<file path="config.mk">
export PLATFORM = sky130hd
export DESIGN_NAME = multicycle_ctrl
export DESIGN_NICKNAME = d
export VERILOG_FILES = /design/src/rtl/multicycle_ctrl.sv
export SDC_FILE = /design/constraint.sdc
export NUM_CORES = 1
export LEC_CHECK = 0
export BUFFER_PORTS_ARGS = -buffer_cell sky130_fd_sc_hd__buf_2
export CAP_MARGIN = 15
export CORE_UTILIZATION = 25
export DETAILED_ROUTE_END_ITERATION = 7
export PLACE_DENSITY_LB_ADDON = 0.05
export SLEW_MARGIN = 20
export SYNTH_ARGS = -nofsm -noshare
export SYNTH_HDL_FRONTEND = slang
export SYNTH_SLANG_ARGS = --single-unit
</file>
<file path="constraint.sdc">
create_clock -name clk_i -period 3.52 [get_ports clk_i]
set_input_delay 0.176 -clock clk_i [delete_from_list [all_inputs] [get_ports clk_i]]
set_output_delay 0.176 -clock clk_i [all_outputs]
set_load 0.05 [all_outputs]
</file>
<file path="src/rtl/multicycle_ctrl.sv">
`default_nettype none
// ============================================================================
//  Module  : multicycle_ctrl
//  Purpose : Moore control FSM for a multicycle MIPS-subset datapath sharing
//            one memory for fetch and data; counts retired instructions.
//  Rev     : 1.0  initial release
// ============================================================================
module multicycle_ctrl #(
  parameter int CNT_W = 32
) (
  input  logic             clk_i,
  input  logic             rst_i,
  input  logic [5:0]       instr_op_i,
  input  logic             mem_ready_i,
  output logic             pc_write_o,
  output logic             pc_write_cond_o,
  output logic             pc_source_o,
  output logic             ir_write_o,
  output logic             i_or_d_o,
  output logic             mem_read_o,
  output logic             mem_write_o,
  output logic             reg_write_o,
  output logic             reg_dst_o,
  output logic             mem_to_reg_o,
  output logic             alu_src_a_o,
  output logic [1:0]       alu_src_b_o,
  output logic [2:0]       alu_op_o,
  output logic [3:0]       state_o,
  output logic             illegal_o,
  output logic [CNT_W-1:0] instr_cnt_o
);

  localparam logic [5:0] OP_RTYPE = 6'h00;
  localparam logic [5:0] OP_ADDI  = 6'h08;
  localparam logic [5:0] OP_SLTI  = 6'h0A;
  localparam logic [5:0] OP_BEQ   = 6'h04;
  localparam logic [5:0] OP_LW    = 6'h23;
  localparam logic [5:0] OP_SW    = 6'h2B;

  localparam logic [2:0] ALU_ADD  = 3'b000;
  localparam logic [2:0] ALU_SUB  = 3'b001;
  localparam logic [2:0] ALU_FUNC = 3'b010;
  localparam logic [2:0] ALU_SLT  = 3'b011;

  localparam logic [1:0] SRCB_RT   = 2'b00;
  localparam logic [1:0] SRCB_FOUR = 2'b01;
  localparam logic [1:0] SRCB_IMM  = 2'b10;
  localparam logic [1:0] SRCB_BR   = 2'b11;

  typedef enum logic [3:0] {
    ST_RST    = 4'd0,
    ST_FETCH  = 4'd1,
    ST_DECODE = 4'd2,
    ST_EXR    = 4'd3,
    ST_WBR    = 4'd4,
    ST_EXI    = 4'd5,
    ST_WBI    = 4'd6,
    ST_BEQ    = 4'd7,
    ST_MADDR  = 4'd8,
    ST_MRD    = 4'd9,
    ST_MWB    = 4'd10,
    ST_MWR    = 4'd11,
    ST_TRAP   = 4'd12
  } state_t;

  state_t           state_q, state_d;
  logic [CNT_W-1:0] cnt_q, cnt_d;
  logic             retire;

  always_ff @(posedge clk_i or negedge rst_i) begin
    if (!rst_i) begin
      state_q <= ST_RST;
      cnt_q   <= '0;
    end else begin
      state_q <= state_d;
      cnt_q   <= cnt_d;
    end
  end

  // Next state; retire marks the final cycle of each completed instruction.
  always_comb begin
    state_d = state_q;
    retire  = 1'b0;
    case (state_q)
      ST_RST:    state_d = ST_FETCH;
      ST_FETCH:  if (mem_ready_i) state_d = ST_DECODE;
      ST_DECODE: begin
        case (instr_op_i)
          OP_RTYPE:         state_d = ST_EXR;
          OP_ADDI, OP_SLTI: state_d = ST_EXI;
          OP_BEQ:           state_d = ST_BEQ;
          OP_LW, OP_SW:     state_d = ST_MADDR;
          default:          state_d = ST_TRAP;
        endcase
      end
      ST_EXR:    state_d = ST_WBR;
      ST_WBR: begin
        state_d = ST_FETCH;
        retire  = 1'b1;
      end
      ST_EXI:    state_d = ST_WBI;
      ST_WBI: begin
        state_d = ST_FETCH;
        retire  = 1'b1;
      end
      ST_BEQ: begin
        state_d = ST_FETCH;
        retire  = 1'b1;
      end
      ST_MADDR:  state_d = (instr_op_i == OP_LW) ? ST_MRD : ST_MWR;
      ST_MRD:    if (mem_ready_i) state_d = ST_MWB;
      ST_MWB: begin
        state_d = ST_FETCH;
        retire  = 1'b1;
      end
      ST_MWR: begin
        if (mem_ready_i) begin
          state_d = ST_FETCH;
          retire  = 1'b1;
        end
      end
      ST_TRAP:   state_d = ST_TRAP;
      default:   state_d = ST_TRAP;
    endcase
  end

  assign cnt_d = retire ? cnt_q + CNT_W'(1) : cnt_q;

  // Moore outputs per state; only FETCH qualifies its writes with mem_ready_i.
  always_comb begin
    pc_write_o      = 1'b0;
    pc_write_cond_o = 1'b0;
    pc_source_o     = 1'b0;
    ir_write_o      = 1'b0;
    i_or_d_o        = 1'b0;
    mem_read_o      = 1'b0;
    mem_write_o     = 1'b0;
    reg_write_o     = 1'b0;
    reg_dst_o       = 1'b0;
    mem_to_reg_o    = 1'b0;
    alu_src_a_o     = 1'b0;
    alu_src_b_o     = SRCB_RT;
    alu_op_o        = ALU_ADD;
    illegal_o       = 1'b0;
    case (state_q)
      ST_FETCH: begin
        mem_read_o  = 1'b1;
        alu_src_b_o = SRCB_FOUR;
        ir_write_o  = mem_ready_i;
        pc_write_o  = mem_ready_i;
      end
      ST_DECODE: alu_src_b_o = SRCB_BR;
      ST_EXR: begin
        alu_src_a_o = 1'b1;
        alu_op_o    = ALU_FUNC;
      end
      ST_WBR: begin
        reg_write_o = 1'b1;
        reg_dst_o   = 1'b1;
      end
      ST_EXI: begin
        alu_src_a_o = 1'b1;
        alu_src_b_o = SRCB_IMM;
        alu_op_o    = (instr_op_i == OP_SLTI) ? ALU_SLT : ALU_ADD;
      end
      ST_WBI:    reg_write_o = 1'b1;
      ST_BEQ: begin
        alu_src_a_o     = 1'b1;
        alu_op_o        = ALU_SUB;
        pc_write_cond_o = 1'b1;
        pc_source_o     = 1'b1;
      end
      ST_MADDR: begin
        alu_src_a_o = 1'b1;
        alu_src_b_o = SRCB_IMM;
      end
      ST_MRD: begin
        mem_read_o = 1'b1;
        i_or_d_o   = 1'b1;
      end
      ST_MWB: begin
        reg_write_o  = 1'b1;
        mem_to_reg_o = 1'b1;
      end
      ST_MWR: begin
        mem_write_o = 1'b1;
        i_or_d_o    = 1'b1;
      end
      ST_TRAP:   illegal_o = 1'b1;
      default:   ;
    endcase
  end

  assign state_o     = state_q;
  assign instr_cnt_o = cnt_q;

endmodule
`default_nettype wire

</file>
Word-level counts from Yosys, hierarchy flattened --
Cells that the tools add are included.
Operators by class: $add $sub $neg 1, multipliers 0, divide/modulo/power cells 0, order comparisons 0, equal/unequal tests 20, shifts and indexed selects 0, multiplexer cells 21, bitwise logic cells 0, reduce and logical (&&, ||, !) cells 12
Operators by type and width (number):
- $add 32x1->32 const B | 1
- $pmux 4 s8 | 1
- $eq 4x4->1 const B | 5
- $eq 4x3->1 const B | 4
- $pmux 4 s4 | 1
- $eq 6x4->1 const B | 2
- $eq 6x6->1 const B | 2
- $mux 4 | 3
- $pmux 2 s3 | 2
- $mux 1 | 11
- $reduce_or 2->1 | 5
- $eq 4x2->1 const B | 2
- $reduce_or 4->1 | 2
- $eq 6x3->1 const B | 1
- $logic_not 6->1 | 1
- $ne 2x2->1 const B | 3
- $reduce_or 5->1 | 1
- $eq 4x1->1 const B | 1
- $logic_not 4->1 | 1
- $mux 2 | 2
- $reduce_and 3->1 | 1
- $reduce_or 3->1 | 1
- $pmux 1 s2 | 1
Storage, ports and cells: register bits after elaboration 36, bits in latches 0, memory bits (writable) 0, bits in read-only memories 0, bits of input ports 9, output and inout bits 53, logic and storage cells 56, memories kept 0

Depth between registers and ports, before layout --
word-level depth 4, mapped depth 6

Worst setup path before layout --
Ideal clock, no wire load.
path type flip-flop to output port, from reg state_q[0], in the netlist state_o[0], to out pc_write_o, data arrival time 3.382 ns, required time 3.344 ns, setup slack -0.038 ns, stages on the path, launching flop included 5, path buffers 2, cell sequence dfrtp_1 -> buf_2 -> or2b_2 -> nor4b_1 -> buf_4
Between the ends: cells in the longest elaborated chain, start to end 2
RTL lines:
- start: declaration | RTL line 66 | state_t state_q, state_d;
- start signal: assignment | RTL line 75 | state_q <= state_d;
- $eq 4x1->1
- $mux 1
- end: declaration | RTL line 15 | output logic pc_write_o,
Every way passes these cells.

Worst setup path after layout --
from reg state_q[0], in the netlist state_o[0], to reg cnt_q[12], in the netlist instr_cnt_o[12]
Between the ends: cells in the longest elaborated chain, start to end 3, elaborated cells on any way between the ends 7
RTL lines:
- $eq 4x4->1 / $eq 4x3->1 (equally long branches) | RTL line 84 | case (state_q)
- $reduce_or 4->1 (no source line)
- $pmux 1 s2 * | RTL line 84
- end signal: assignment | RTL line 76 | cnt_q <= cnt_d;
- end: declaration | RTL line 67 | logic [CNT_W-1:0] cnt_q, cnt_d;
Every way passes the cells marked *; elsewhere a longest branch is shown, timed or not. A chain may end at the register's enable or synchronous reset.

==> results.toml <==
[synthesis]
synth_common_cells = "36 x dfrtp_1, 28 x xnor2_1, 19 x nand4_1"
synth_edf_count = 0
ys_types = 53
synth.top_cell.area_share = 0.430
syn_nets = 213
synthCells = 203
ys_ff_latch = 36
yosysMostFrequentCell = "dfrtp_1"
ys.flop_type = "dfrtp_1"
synth_area_um2 = 2100
synth_area_leaders = "dfrtp_1 43%, xnor2_1 12%, nand4_1 5.7%"
avgSynthCellArea_um2 = 10.3
async_flop_share = 1.00
yosys.area.top_type = "dfrtp_1"
synth_warnings = 0
ys_seq_area_frac = 0.430

[clock_network]
cts_tree = "built"
max-clock-path-buffers = 2
clk_pin_slew_worst_paths_ps = 70
postCtsSetupRepairBufs = 0
cts_made_buffers = 5
cts.sinks = 36
cts-hold-fix-buffers = 0
cts-resized-gates = 0
root_buffer = "clkbuf_8"
clk_latency_ps = 280
htreeDepth = 2

[placed_design]
portBuffers = 60
dp_hpwl_um = 3930
place_area_um2 = 2460
gp_congestion = 0.760

[drt]
wl_met3_um = 307
wirelength_um = 5750
met1_length_um = 2930
highest_layer = "met4"
firstDrtPassIters = 4
wl_per_cell_um = 15.8
vias = 1756
wl_met2_um = 2480
drtIter0Drc = 38
drt-vias-per-instance = 4.82
remaining_drc_errors = 0
ant_nets = 0

[power]
switching_share = 0.547
pwr-share-clk = 0.145
p_comb_frac = 0.523
seq_power_share = 0.332
p_leak_nw = 1.12
power.density_nw_per_um2 = 766
p_int_mw = 0.882
power_switching_mw = 1.06
ir_drop_mv = 0.317

[finish]
drive_gt1_frac = 0.324
area_delta_synth_final_pct = 21.3
n_antenna_cell = 0
final_nets = 269
final_cell_area_um2 = 2540

[flow_run]
cap_violations = 0

[run_status]
status = "complete, no violations"

[worst_hold_path]
min_path_type = "in2async"

[setup_path]
crit_family = "compound AO/OA/AOI/OAI gates"
r2r_end = "instr_cnt_o[12]"
arrival_ps = 2380
crit_slowest_cell = "o32ai_2"
cp_num_buf_inv = 1
setup.worst_path.start_class = "register"
rrSetupSlack_ps = 1310
crit_fanout = 21
critical_path_class = "reg2reg"
crit_chain = "nor2b_1 > o32ai_2 > buf_4 > nand4_1 > xnor2_1"
r2r_start = "state_o[0]"
cp-end-kind = "register"
crit_required_ps = 3690
cpPeakStageDelay_ps = 660
r2r_cells = 5

[die]
dieArea_um2 = 8750
rows = 33
coreArea_um2 = 8180
start_util = 0.256
ios = 62
die_x_um = 93.6
die_h_um = 93.6

[sta]
hold_viol = 0
setup_viol = 0
drv_slew = 0
fmax_mhz = 452
fin_crit_sh = 0.628
setup_tns_ps = 0
max-slew-margin-rel = 0.416
period_needed_ps = 2210
worst_pin_slew_ps = 876
rsz0062_at_grt = "false"
fin_worst_skew_ps = 9.14

[global_route]
grt-ovfl-total = 0
antenna_found_initial = 0
grt_max_degree = 37
grt_pass1_vias = 1690
grt_pass1_wl_um = 9340
grt_use_total = 0.139
[metrics by stage]
step	setup WS (ps)	total power, mW	hold WS, ps	cells	util
floorplan	757	1.46	-120	203	-
global placement	1330	1.68	356	357	0.301
detailed placement	1270	1.68	362	357	0.301
CTS	1280	1.97	44.4	364	0.310
global route	1170	2.07	74.8	364	0.311
finish	1310	1.95	10.3	364	0.311
[placed cells by master (no fill, tap or decap), types with 4 or more instances in the layout]
| master | Yosys | layout |
|---|---|---|
| nand4_1 | 19 | 19 |
| nand2_1 | 10 | 10 |
| buf_2 | 2 | 60 |
| nor2_1 | 9 | 9 |
| dfrtp_1 | 36 | 36 |
| and3_1 | 5 | 5 |
| xnor2_1 | 28 | 28 |
| clkbuf_8 | 2 | 5 |
| xor2_1 | 5 | 5 |
| nor3_1 | 6 | 6 |
| nand3_1 | 14 | 14 |
| nand4b_1 | 4 | 4 |
[metal layers]
metal	GRT usage	vias to the layer above
met4	0.0346	0
met3	0.0293	2
met5	0	-
met2	0.203	46
met1	0.207	847
li1	-	861
[state kept, by name, indices dropped and copies added, names as in the netlist]
name	count
instr_cnt_o	32
state_o	4
[cell families (layout without fill, tap and decap cells)]
group | after synthesis | count (layout) | share of synthesized area
mux | 1 | 1 | 0.00537
other cells | 1 | 1 | 0.00179
buf+inv | 14 | 70 | 0.0448
fa+ha+maj | 1 | 1 | 0.00597
compound gates | 20 | 20 | 0.0800
xor+xnor | 33 | 33 | 0.138
flops | 36 | 36 | 0.430
simple gates | 97 | 97 | 0.294
[final cells by class]
class | count | area (µm²)
clock buffers | 6 | 72.6
clock inverters | 1 | 5.00
fillers | 885 | 5630
inverters | 1 | 3.75
multi-input cells | 153 | 1110
flip-flops and latches | 36 | 901
well taps | 105 | 131
repair buffers | 62 | 315
[power groups by stage]
stage / registers, mW / clock network (mW) / logic (mW)
2_1_floorplan: 0.751 / 0 / 0.705
3_3_place_gp: 0.653 / 0 / 1.03
3_5_place_dp: 0.654 / 0 / 1.02
4_1_cts: 0.645 / 0.295 / 1.03
5_1_grt: 0.667 / 0.317 / 1.08
6_report: 0.647 / 0.282 / 1.02
[worst max-delay path by stage]
| stage | start | to | slack, ps | cells after the start |
|---|---|---|---|---|
| floorplan | state_o[0] | pc_write_o | 760 | 4 |
| global placement | state_o[0] | instr_cnt_o[14] | 1330 | 5 |
| detailed placement | state_o[1] | instr_cnt_o[14] | 1270 | 5 |
| CTS | state_o[1] | instr_cnt_o[14] | 1280 | 5 |
| global route | state_o[1] | instr_cnt_o[10] | 1170 | 5 |
| finish | state_o[0] | instr_cnt_o[12] | 1310 | 5 |
(Power assumes the default switching activity.)
